### config.mk
export PLATFORM = sky130hd
export DESIGN_NAME = eth_ipv4_port_regs
export DESIGN_NICKNAME = d
export VERILOG_FILES = /design/src/rtl/eth_port_regs_pkg.sv /design/src/rtl/eth_evt_counter.sv /design/src/rtl/eth_ipv4_port_regs.sv
export SDC_FILE = /design/constraint.sdc
export NUM_CORES = 1
export LEC_CHECK = 0
export CAP_MARGIN = 0
export CORE_ASPECT_RATIO = 0.75
export CORE_MARGIN = 2
export CORE_UTILIZATION = 59
export CTS_CLUSTER_DIAMETER = 40
export CTS_CLUSTER_SIZE = 10
export DETAILED_ROUTE_END_ITERATION = 6
export GPL_TIMING_DRIVEN = 0
export PLACE_DENSITY = 0.86
export SYNTH_ARGS = -nofsm -noshare
export SYNTH_HDL_FRONTEND = slang
export SYNTH_SLANG_ARGS = --single-unit
### constraint.sdc
create_clock -name bus_clk -period 16.25 [get_ports bus_clk]
set_input_delay 4.0625 -clock bus_clk [delete_from_list [all_inputs] [get_ports bus_clk]]
set_output_delay 4.0625 -clock bus_clk [all_outputs]
set_load 0.01 [all_outputs]
### src/rtl/eth_port_regs_pkg.sv
// Shared definitions for the IPv4/UDP port register block.
// Latency: n/a (types, constants and one helper only).
// Backpressure: n/a.
//
// Contents: register map offsets and strides, INFO compat constant,
// address slot record, KV commit FSM states, decoded-address record.
package eth_port_regs_pkg;

  // Byte offsets of the register map
  localparam logic [31:0] ADDR_INFO       = 32'h000;
  localparam logic [31:0] ADDR_ACTIVE_SEL = 32'h004;
  localparam logic [31:0] SLOT_BASE       = 32'h100;
  localparam logic [31:0] CNT_BASE        = 32'h200;
  localparam logic [31:0] KV_BASE         = 32'h300;
  localparam logic [31:0] KV_CFG          = 32'h310;

  localparam int SLOT_STRIDE = 16;
  localparam int CNT_STRIDE  = 4;
  localparam int KV_SPAN     = 16;

  // Low half of INFO identifies the register-set generation
  localparam logic [15:0] INFO_COMPAT = 16'h0100;

  typedef struct packed {
    logic [47:0] mac;
    logic [31:0] ip;
    logic [15:0] udp;
  } addr_slot_t;

  typedef enum logic {
    KV_IDLE,
    KV_PEND
  } kv_state_t;

  typedef enum logic [2:0] {
    SEL_NONE,
    SEL_INFO,
    SEL_ACTIVE,
    SEL_SLOT,
    SEL_CNT,
    SEL_KV,
    SEL_KV_CFG
  } reg_sel_t;

  // Result of decoding one byte address: target, window index, word within window
  typedef struct packed {
    reg_sel_t   sel;
    logic [4:0] idx;
    logic [1:0] sub;
  } reg_dec_t;

  function automatic logic [31:0] info_word(input int num_addr, input int num_cnt);
    return {8'(num_cnt), 8'(num_addr), INFO_COMPAT};
  endfunction

endpackage

### src/rtl/eth_evt_counter.sv
// Saturating event counter with clear-on-read.
// Latency: count reflects evt/clr on the next bus_clk edge.
// Backpressure: none; an event coinciding with a clear is kept (count becomes 1).
//
// Ports: bus_clk, bus_rst_n (sync, active-low), evt (one-cycle pulse),
//        clr (read strobe for this counter), count (current value).
module eth_evt_counter #(
  parameter int CNT_W = 32
) (
  input  logic             bus_clk,
  input  logic             bus_rst_n,
  input  logic             evt,
  input  logic             clr,
  output logic [CNT_W-1:0] count
);

  always_ff @(posedge bus_clk) begin
    if (!bus_rst_n) begin
      count <= '0;
    end else if (clr) begin
      // The reader already took the old value; a simultaneous event starts the new epoch
      count <= evt ? CNT_W'(1) : '0;
    end else if (evt && (count != '1)) begin
      count <= count + 1'b1;
    end
  end

endmodule

### src/rtl/eth_ipv4_port_regs.sv
// Register block for one IPv4/UDP port: address slots, event counters, KV commit strobe.
// Latency: reads answer 1 cycle after reg_rd_req; slot/select writes reach my_* 2 cycles after reg_wr_req.
// Backpressure: kv_busy holds a KV commit in PEND; further CFG writes there merge and flag overflow.
//
// Build option: ETH_PORT_REGS_KV_EN adds the KV registers (0x300-0x310) and commit FSM;
// without it that range is unmapped, kv_* outputs are 0 and kv_busy is ignored.
// Ports: bus_clk/bus_rst_n; reg_wr_*/reg_rd_* register port; cnt_evt event pulses;
//        my_* active-slot address; kv_stb/kv_busy/kv_* key-value commit interface.
module eth_ipv4_port_regs
  import eth_port_regs_pkg::*;
#(
  parameter int           NUM_ADDR    = 2,
  parameter int           NUM_CNT     = 4,
  parameter int           CNT_W       = 32,
  parameter int           REG_AWIDTH  = 14,
  parameter logic [47:0]  DEFAULT_MAC = 48'h00802f16c52f,
  parameter logic [31:0]  DEFAULT_IP  = 32'hC0A80A02,
  parameter logic [15:0]  DEFAULT_UDP = 16'd49153
) (
  input  logic                  bus_clk,
  input  logic                  bus_rst_n,
  input  logic                  reg_wr_req,
  input  logic [REG_AWIDTH-1:0] reg_wr_addr,
  input  logic [31:0]           reg_wr_data,
  input  logic                  reg_rd_req,
  input  logic [REG_AWIDTH-1:0] reg_rd_addr,
  output logic                  reg_rd_resp,
  output logic [31:0]           reg_rd_data,
  input  logic [NUM_CNT-1:0]    cnt_evt,
  output logic [47:0]           my_mac,
  output logic [31:0]           my_ip,
  output logic [15:0]           my_udp_port,
  output logic                  kv_stb,
  input  logic                  kv_busy,
  output logic [47:0]           kv_mac_addr,
  output logic [31:0]           kv_ip_addr,
  output logic [15:0]           kv_udp_port,
  output logic [15:0]           kv_dst_epid,
  output logic                  kv_raw_udp
);

  localparam addr_slot_t DEF_SLOT = '{mac: DEFAULT_MAC, ip: DEFAULT_IP, udp: DEFAULT_UDP};

  // Full-address decode; anything outside a populated window is SEL_NONE
  function automatic reg_dec_t decode(input logic [REG_AWIDTH-1:0] a);
    reg_dec_t    d;
    logic [31:0] ax;
    logic [31:0] off;
    ax  = 32'(a);
    d   = '{sel: SEL_NONE, idx: '0, sub: '0};
    off = '0;
    if (ax == ADDR_INFO) begin
      d.sel = SEL_INFO;
    end else if (ax == ADDR_ACTIVE_SEL) begin
      d.sel = SEL_ACTIVE;
    end else if (ax[1:0] == 2'b00) begin
      if (ax >= SLOT_BASE && (ax - SLOT_BASE) < 32'(NUM_ADDR * SLOT_STRIDE)) begin
        off   = ax - SLOT_BASE;
        d.sel = SEL_SLOT;
        d.idx = 5'(off / 32'(SLOT_STRIDE));
        d.sub = off[3:2];
      end else if (ax >= CNT_BASE && (ax - CNT_BASE) < 32'(NUM_CNT * CNT_STRIDE)) begin
        off   = ax - CNT_BASE;
        d.sel = SEL_CNT;
        d.idx = 5'(off / 32'(CNT_STRIDE));
`ifdef ETH_PORT_REGS_KV_EN
      end else if (ax >= KV_BASE && (ax - KV_BASE) < 32'(KV_SPAN)) begin
        off   = ax - KV_BASE;
        d.sel = SEL_KV;
        d.sub = off[3:2];
      end else if (ax == KV_CFG) begin
        d.sel = SEL_KV_CFG;
`endif
      end
    end
    return d;
  endfunction

  reg_dec_t wr_dec, rd_dec;

  always_comb begin
    wr_dec = decode(reg_wr_addr);
    rd_dec = decode(reg_rd_addr);
  end

  // ---------------------------------------------------------------- address slots
  addr_slot_t slot [NUM_ADDR];
  logic [3:0] active_sel;
  addr_slot_t act_slot;

  always_ff @(posedge bus_clk) begin
    if (!bus_rst_n) begin
      for (int i = 0; i < NUM_ADDR; i++) slot[i] <= DEF_SLOT;
      active_sel <= '0;
    end else if (reg_wr_req) begin
      if (wr_dec.sel == SEL_ACTIVE && reg_wr_data < 32'(NUM_ADDR))
        active_sel <= reg_wr_data[3:0];
      if (wr_dec.sel == SEL_SLOT) begin
        for (int i = 0; i < NUM_ADDR; i++) begin
          if (wr_dec.idx == 5'(i)) begin
            case (wr_dec.sub)
              2'd0:    slot[i].mac[31:0]  <= reg_wr_data;
              2'd1:    slot[i].mac[47:32] <= reg_wr_data[15:0];
              2'd2:    slot[i].ip         <= reg_wr_data;
              default: slot[i].udp        <= reg_wr_data[15:0];
            endcase
          end
        end
      end
    end
  end

  always_comb begin
    act_slot = DEF_SLOT;
    for (int i = 0; i < NUM_ADDR; i++)
      if (active_sel == 4'(i)) act_slot = slot[i];
  end

  // Second register stage gives the fixed 2-cycle write-to-my_* latency
  always_ff @(posedge bus_clk) begin
    if (!bus_rst_n) begin
      my_mac      <= DEFAULT_MAC;
      my_ip       <= DEFAULT_IP;
      my_udp_port <= DEFAULT_UDP;
    end else begin
      my_mac      <= act_slot.mac;
      my_ip       <= act_slot.ip;
      my_udp_port <= act_slot.udp;
    end
  end

  // ---------------------------------------------------------------- event counters
  logic [CNT_W-1:0] cnt_val [NUM_CNT];
  logic [31:0]      cnt_ext [NUM_CNT];

  for (genvar j = 0; j < NUM_CNT; j++) begin : g_cnt
    logic cnt_clr;
    assign cnt_clr    = reg_rd_req && (rd_dec.sel == SEL_CNT) && (rd_dec.idx == 5'(j));
    assign cnt_ext[j] = 32'(cnt_val[j]);

    eth_evt_counter #(.CNT_W(CNT_W)) u_cnt (
      .bus_clk   (bus_clk),
      .bus_rst_n (bus_rst_n),
      .evt       (cnt_evt[j]),
      .clr       (cnt_clr),
      .count     (cnt_val[j])
    );
  end

  // ---------------------------------------------------------------- KV commit
`ifdef ETH_PORT_REGS_KV_EN
  kv_state_t   kv_state;
  logic        kv_ovf;
  logic [47:0] kv_mac_stg;
  logic [31:0] kv_ip_stg;
  logic [15:0] kv_udp_stg;
  logic        kv_stb_q;
  logic [47:0] kv_mac_q;
  logic [31:0] kv_ip_q;
  logic [15:0] kv_udp_q;
  logic [15:0] kv_epid_q;
  logic        kv_raw_q;
  logic        kv_cfg_wr;
  logic        kv_cfg_rd;

  assign kv_cfg_wr = reg_wr_req && (wr_dec.sel == SEL_KV_CFG);
  assign kv_cfg_rd = reg_rd_req && (rd_dec.sel == SEL_KV_CFG);

  // Staging registers are snapshotted into kv_* only on a CFG write,
  // so the consumer sees a stable entry from kv_stb until the next CFG write.
  always_ff @(posedge bus_clk) begin
    if (!bus_rst_n) begin
      kv_state   <= KV_IDLE;
      kv_ovf     <= 1'b0;
      kv_stb_q   <= 1'b0;
      kv_mac_stg <= '0;
      kv_ip_stg  <= '0;
      kv_udp_stg <= '0;
      kv_mac_q   <= '0;
      kv_ip_q    <= '0;
      kv_udp_q   <= '0;
      kv_epid_q  <= '0;
      kv_raw_q   <= 1'b0;
    end else begin
      kv_stb_q <= 1'b0;
      if (reg_wr_req && wr_dec.sel == SEL_KV) begin
        case (wr_dec.sub)
          2'd0:    kv_mac_stg[31:0]  <= reg_wr_data;
          2'd1:    kv_mac_stg[47:32] <= reg_wr_data[15:0];
          2'd2:    kv_ip_stg         <= reg_wr_data;
          default: kv_udp_stg        <= reg_wr_data[15:0];
        endcase
      end
      if (kv_cfg_wr) begin
        kv_mac_q  <= kv_mac_stg;
        kv_ip_q   <= kv_ip_stg;
        kv_udp_q  <= kv_udp_stg;
        kv_epid_q <= reg_wr_data[15:0];
        kv_raw_q  <= reg_wr_data[16];
      end
      // Clear first so a merge in the same cycle still leaves overflow set
      if (kv_cfg_rd) kv_ovf <= 1'b0;
      case (kv_state)
        KV_IDLE: begin
          if (kv_cfg_wr) begin
            if (kv_busy) kv_state <= KV_PEND;
            else         kv_stb_q <= 1'b1;
          end
        end
        default: begin
          if (kv_cfg_wr) kv_ovf <= 1'b1;
          if (!kv_busy) begin
            kv_stb_q <= 1'b1;
            kv_state <= KV_IDLE;
          end
        end
      endcase
    end
  end

  assign kv_stb      = kv_stb_q;
  assign kv_mac_addr = kv_mac_q;
  assign kv_ip_addr  = kv_ip_q;
  assign kv_udp_port = kv_udp_q;
  assign kv_dst_epid = kv_epid_q;
  assign kv_raw_udp  = kv_raw_q;
`else
  logic unused_kv_busy;
  assign unused_kv_busy = kv_busy;
  assign kv_stb      = 1'b0;
  assign kv_mac_addr = '0;
  assign kv_ip_addr  = '0;
  assign kv_udp_port = '0;
  assign kv_dst_epid = '0;
  assign kv_raw_udp  = 1'b0;
`endif

  // ---------------------------------------------------------------- read path
  logic        rd_hit;
  logic [31:0] rd_val;

  always_comb begin
    rd_hit = 1'b1;
    rd_val = '0;
    case (rd_dec.sel)
      SEL_INFO:   rd_val = info_word(NUM_ADDR, NUM_CNT);
      SEL_ACTIVE: rd_val = {28'h0, active_sel};
      SEL_SLOT: begin
        for (int i = 0; i < NUM_ADDR; i++) begin
          if (rd_dec.idx == 5'(i)) begin
            case (rd_dec.sub)
              2'd0:    rd_val = slot[i].mac[31:0];
              2'd1:    rd_val = {16'h0, slot[i].mac[47:32]};
              2'd2:    rd_val = slot[i].ip;
              default: rd_val = {16'h0, slot[i].udp};
            endcase
          end
        end
      end
      SEL_CNT: begin
        for (int j = 0; j < NUM_CNT; j++)
          if (rd_dec.idx == 5'(j)) rd_val = cnt_ext[j];
      end
`ifdef ETH_PORT_REGS_KV_EN
      SEL_KV: begin
        case (rd_dec.sub)
          2'd0:    rd_val = kv_mac_stg[31:0];
          2'd1:    rd_val = {16'h0, kv_mac_stg[47:32]};
          2'd2:    rd_val = kv_ip_stg;
          default: rd_val = {16'h0, kv_udp_stg};
        endcase
      end
      SEL_KV_CFG: rd_val = {(kv_state == KV_PEND), kv_ovf, 30'h0};
`endif
      default: rd_hit = 1'b0;
    endcase
  end

  always_ff @(posedge bus_clk) begin
    if (!bus_rst_n) begin
      reg_rd_resp <= 1'b0;
      reg_rd_data <= '0;
    end else begin
      reg_rd_resp <= reg_rd_req && rd_hit;
      reg_rd_data <= (reg_rd_req && rd_hit) ? rd_val : '0;
    end
  end

endmodule
* After elaboration in Yosys (flattened, before gate mapping)
Memories as Yosys holds them, arrays and structs flattened.
Index checks and enable logic that the tools add are counted.
** Cells by class
- Muxes and demuxes :: 93
- Reduce and logical (&&, ||, !) cells :: 32
- Magnitude comparators :: 9
- Eq/ne operators :: 21
- Bitwise operators :: 8
- Add/subtract/negate cells :: 8
** Operator list (count)
- 32-bit 2-to-1 mux :: 18
- 96-bit 2-to-1 mux :: 2
- 32-bit one-hot mux with 3 select lines :: 2
- 32-bit by 1-bit adder with 32-bit output (second input constant) :: 4
- 32-bit != test (second input constant) :: 4
- 32-bit one-hot mux with 4 select lines :: 1
- 32-bit by 5-bit < comparator with 1-bit output (second input constant) :: 2
- 32-bit by 6-bit < comparator with 1-bit output (second input constant) :: 2
- 16-bit 2-to-1 mux :: 4
- 1-bit 2-to-1 mux :: 50
- 32-bit by 2-bit < comparator with 1-bit output (second input constant) :: 1
- 8-bit 2-to-1 mux :: 4
- 14-bit by 10-bit subtractor with 15-bit output (second input constant) :: 2
- 14-bit by 9-bit subtractor with 15-bit output (second input constant) :: 2
- 14-bit by 3-bit equality test with 1-bit output (second input constant) :: 2
- 14-bit by 10-bit >= comparator with 1-bit output (second input constant) :: 2
- 14-bit by 9-bit >= comparator with 1-bit output (second input constant) :: 2
- 14-bit logical NOT :: 2
- 7-bit 2-to-1 mux :: 4
- 10-bit 2-to-1 mux :: 2
- 1-bit logical AND :: 15
- 3-bit by 2-bit equality test with 1-bit output (second input constant) :: 4
- 3-bit 2-to-1 mux :: 4
- 5-bit by 1-bit equality test with 1-bit output (second input constant) :: 2
- other kinds (15) :: 34
** Word-level totals
- Input port bits :: 69
- Register bits :: 261
- Memories kept :: 1
- RAM bits :: 192
- Word-level logic and storage cells :: 182
** Memories
- slot :: depth 2, bits a word 96, rd ports 2, clocked after memory_dff 0, write ports 2, RTL line eth_ipv4_port_regs.sv:87 : addr_slot_t slot [NUM_ADDR];

* Longest topological paths before layout
- Depth after elaboration :: 17
- Depth in mapped cells :: 10

* By module
Synthesis repeated with hierarchy kept, for this count alone.
** Unflattened totals
- Cell total of the unflattened synthesis :: 2157
- Area total of the unflattened synthesis :: 22161.3 um^2
** By module, submodules not included
- eth_ipv4_port_regs :: area an instance 15234.6 um^2, cells each 1325, instances 1
- eth_evt_counter :: area an instance 1731.7 um^2, cells each 208, instances 4

* Least setup slack after synthesis
No wires, ideal clock.
- Kind :: input to register
- Start :: in reg_wr_addr[7]
- End :: mem slot[0][16] (netlist bit) (enable)
- Data arrival time :: 7890 ps
- Data required time :: 15780 ps
- Setup slack :: 7890 ps
- Library setup time :: 470 ps
- Stages on the path :: 5
- Path buffers :: 0
- Path through :: or4_1 nor4_1 nand4_1 or2_2 o31ai_1
** RTL lines
- start: declaration :: RTL line eth_ipv4_port_regs.sv:23 : input logic [REG_AWIDTH-1:0] reg_wr_addr,
- end: declaration :: RTL line eth_ipv4_port_regs.sv:87

==> impl_summary.md <==
Place
Routability-driven placement finished with a final weighted congestion of 1.02. The total of buffers placed on input and output ports is 193. The area of placed instances is 0.0240 mm². Before CTS, the worst setup slack after placement is 8100 ps. Detailed placement finished with a half-perimeter wire length of 54,300 µm.

Floorplan
The horizontal die dimension is 221 µm. The floorplan has 59 rows. The effective utilization at floorplan is 0.599. During I/O placement, the number of pins put on the boundary was 312. The die covers 0.0368 mm².

The placeable core region is roughly 0.035 mm². The vertical extent of the die is 167 µm.

Synth
The fraction of registers with async set/reset is 0. The netlist uses 76 different library cells. The cell area that synthesis handed to floorplanning was 0.0208 mm². The cell count after synthesis came out at just over 2,000. A synthesized cell averages between 10 and 15 µm².

The proportion of synthesized chip area in sequential cells is 0.529. The flop and latch count out of synthesis is between 400 and 500. Among all flip-flop cells after synthesis, the most frequent one is dfxtp_1. The synthesized design contains ~190 enable-type register cells. During synthesis, Yosys emitted a total of 0 warnings.

Timing
Setup repair after global routing left no endpoint under its margin. The setup violation total in the final timing report is 0. Timing would allow up to 128 MHz.

Once routing completed, OpenROAD measured the worst setup slack at 8420 ps. The setup TNS is 0 ps. The final-report hold violation count came to 0. The normalized max-slew margin is 0.0663. Subtracting the final worst setup slack from the clock period gives 7830 ps.

At the pin with the least slew margin, the transition time is 1400 ps. Across the routed clock network, the largest skew measured is approximately 27 ps. The number of max-slew violations in the final report is 0. The final worst-path cycle share is 0.482.

Worst hold path
The path class of the tightest hold or removal check is register to register.

Worst setup path
The worst setup path is launched from a primary input. The kind of critical path is primary input to register. The highest net fanout along the worst path is 16. The data arrival time of the critical path is 8010 ps. The data required time of the worst path is 16,440 ps.

STA classifies the critical path endpoint as a register.

Clock network
The clock buffer count from CTS is 53. The H-tree was split into 2 levels. The post-CTS setup buffer count is 0. The clock latency on the worst-skew pair is ~600 ps.

The clock-pin slew reported for the worst setup and hold paths after clock tree synthesis is 60 ps. The number of hold buffers added after cts is 0. TritonCTS built the clock tree.

The clock net in this run drives a total of around 450 sinks. Gates resized during post-CTS repair numbered 0. The cell at the root of the clock tree is clkbuf_16. The deepest clock path buffer count is 3.

Finish
Fill cells in the final layout number 2,388. Of the cells placed in the final design, the portion with a size suffix greater than 1 is 0.0985. Compared with the post-synthesis result, the final layout area differs by 23.1%. The area of all placed cells without fillers is approximately 0.026 mm². The number of nets at the end of the flow is 2,472.

Power
Dividing total power by cell area gives a power density of 100 mW/mm². The internal power consumption is about 2 mW. The highest ir drop seen on vdd is roughly 0.10 mV. The part of the total power dissipated in the clock network is 0.435. In this run the static leakage power is ~9 nW. The share of total power dissipated in combinational logic is 0.077. The switching power as a share of total power is 0.238. The net switching power figure is 0.608 mW. The part of the power in registers is 0.488.

Global routing
Entering global routing, the biggest net connects 18 pins. The number of antenna violations at the first check in global routing is 8. In the global route stage, overall resource usage came out at 0.397. The global-route wire length before repair is 108,000 µm. The via count of the first global-routing pass is ~18,000. Summed over all layers, the global routing overflow is 0.

Status
The run finished with clean final reports.

Routing
Across all layers, the routed design uses 18,700 vias. After detailed routing, the number of vias per cell comes to about 6.4. In the final routed layout, each cell accounts on average for 25.7 µm. The initial detailed-routing violation count is 3,041. The detail route stage leaves a number of antenna-violating nets equal to 0. Wires add up to roughly 75,000 µm. The first-pass iteration count of the detailed router is 6.

The DRC violation count after routing is 0.

Flow run
The number of max-capacitance violations reported is 0.
metrics by stage:
stage	hold WS, ps	power [mW]	instances	utilization
after floorplan	443	1.36	2139	-
after global placement	456	1.45	2789	0.683
after detailed placement	463	1.46	2797	0.691
after CTS	472	2.54	2893	0.737
after global routing	504	2.62	2895	0.737
final	475	2.56	2898	0.737
Yosys cell counts, types with 6 or more instances:
cell	count	area, µm²
nor3_1	69	345
and2_1	70	438
o21ai_0	43	215
buf_1	9	33.8
mux2i_1	113	1130
mux2_2	18	203
xnor2_1	54	473
or3_1	36	225
edfxtp_1	192	5770
buf_4	114	856
clkbuf_1	98	368
and4_1	17	149
nand4_1	42	263
inv_1	47	176
a211oi_1	7	52.6
buf_2	8	40.0
and3_1	22	138
o211ai_1	6	45.0
o22ai_1	87	544
o221ai_1	16	140
a21oi_1	39	195
nand2b_1	9	56.3
ha_1	8	100
a221oi_1	27	236
nand3_1	53	265
xor2_1	49	429
dfxtp_1	261	5230
nor2_1	232	871
or4_1	15	113
o32ai_1	22	193
nand2_1	116	435
nor4_1	37	231
power by group through the flow:
stage	combinational, mW	sequential [mW]	clock [mW]
CTS	0.189	1.25	1.11
finish	0.198	1.25	1.11
global route	0.205	1.25	1.16
global placement	0.178	1.27	0
detailed placement	0.188	1.27	0
floorplan	0.0902	1.27	0
cells in the final DEF, fill, tap and decap left out, types with 27 or more instances in the layout:
| cell | n |
|---|---|
| a221oi_1 | 27 |
| nor2_1 | 232 |
| nor3_1 | 69 |
| nor4_1 | 37 |
| o22ai_1 | 87 |
| nand4_1 | 42 |
| clkdlybuf4s50_1 | 193 |
| o21ai_0 | 39 |
| xnor2_1 | 54 |
| conb_1 | 114 |
| clkbuf_1 | 132 |
| a21oi_1 | 39 |
| inv_1 | 47 |
| nand2_1 | 116 |
| or3_1 | 36 |
| and2_1 | 70 |
| xor2_1 | 49 |
| nand3_1 | 53 |
| dfxtp_1 | 261 |
| edfxtp_1 | 192 |
| mux2i_1 | 113 |
| clkbuf_16 | 54 |
| buf_4 | 114 |
state kept, by name, indices dropped and copies added, names as in the netlist:
signal             cells
reg_rd_data           32
reg_rd_resp            1
my_ip                 32
g_cnt.u_cnt.count    128
my_mac                48
active_sel             4
slot                 192
my_udp_port           16
final timing paths:
| kind | cells after the start | from | endpoint | slack [ps] |
|---|---|---|---|---|
| min | 2 | active_sel[1] | active_sel[1] | 470 |
| max | 7 | reg_wr_addr[7] | slot[1][82] | 8420 |
| min reg2reg | 2 | active_sel[1] | active_sel[1] | 470 |
| max reg2reg | 8 | g_cnt[2].u_cnt.count[9] | g_cnt[2].u_cnt.count[21] | 13240 |
cell type report:
class,instances,area [µm²],share of cell area
antenna,5,12.5,0.000489
clock inverter,6,90.1,0.00352
sequential,453,11000,0.430
tap,457,572,0.0224
buffer,231,1310,0.0514
clock buffer,90,1510,0.0589
multi-input combinational,1407,8780,0.343
inverter,48,180,0.00705
timing repair buffer,201,2130,0.0832
routing by layer:
layer | share of wire | wire, µm | track usage | vias to the layer above
li1 | - | - | - | 7914
met1 | 0.37 | 27300 | 0.546 | 8725
met2 | 0.41 | 30900 | 0.556 | 1712
met3 | 0.17 | 12600 | 0.153 | 302
met4 | 0.049 | 3660 | 0.177 | 2
met5 | 0.00021 | 16 | 0 | -
kinds of logic after synthesis:
logic type,Yosys count,synth area share
xor gates and xnor gates,104,0.0442
and+or+nand+nor,742,0.181
muxes,132,0.0653
DFF,453,0.529
adders and majority gates,8,0.00482
AOI/OAI and AO/OA,307,0.104
buffers and inverters,279,0.0719
other,1,0.000180
critical path: stages:
cell and delay (ps):
clkdlybuf4s50_1 390, or4_1 550, nor4_1 570, nand4_1 190
clkbuf_1 430, nor4b_4 830, nand2b_1 970
(Power assumes the default switching activity.)
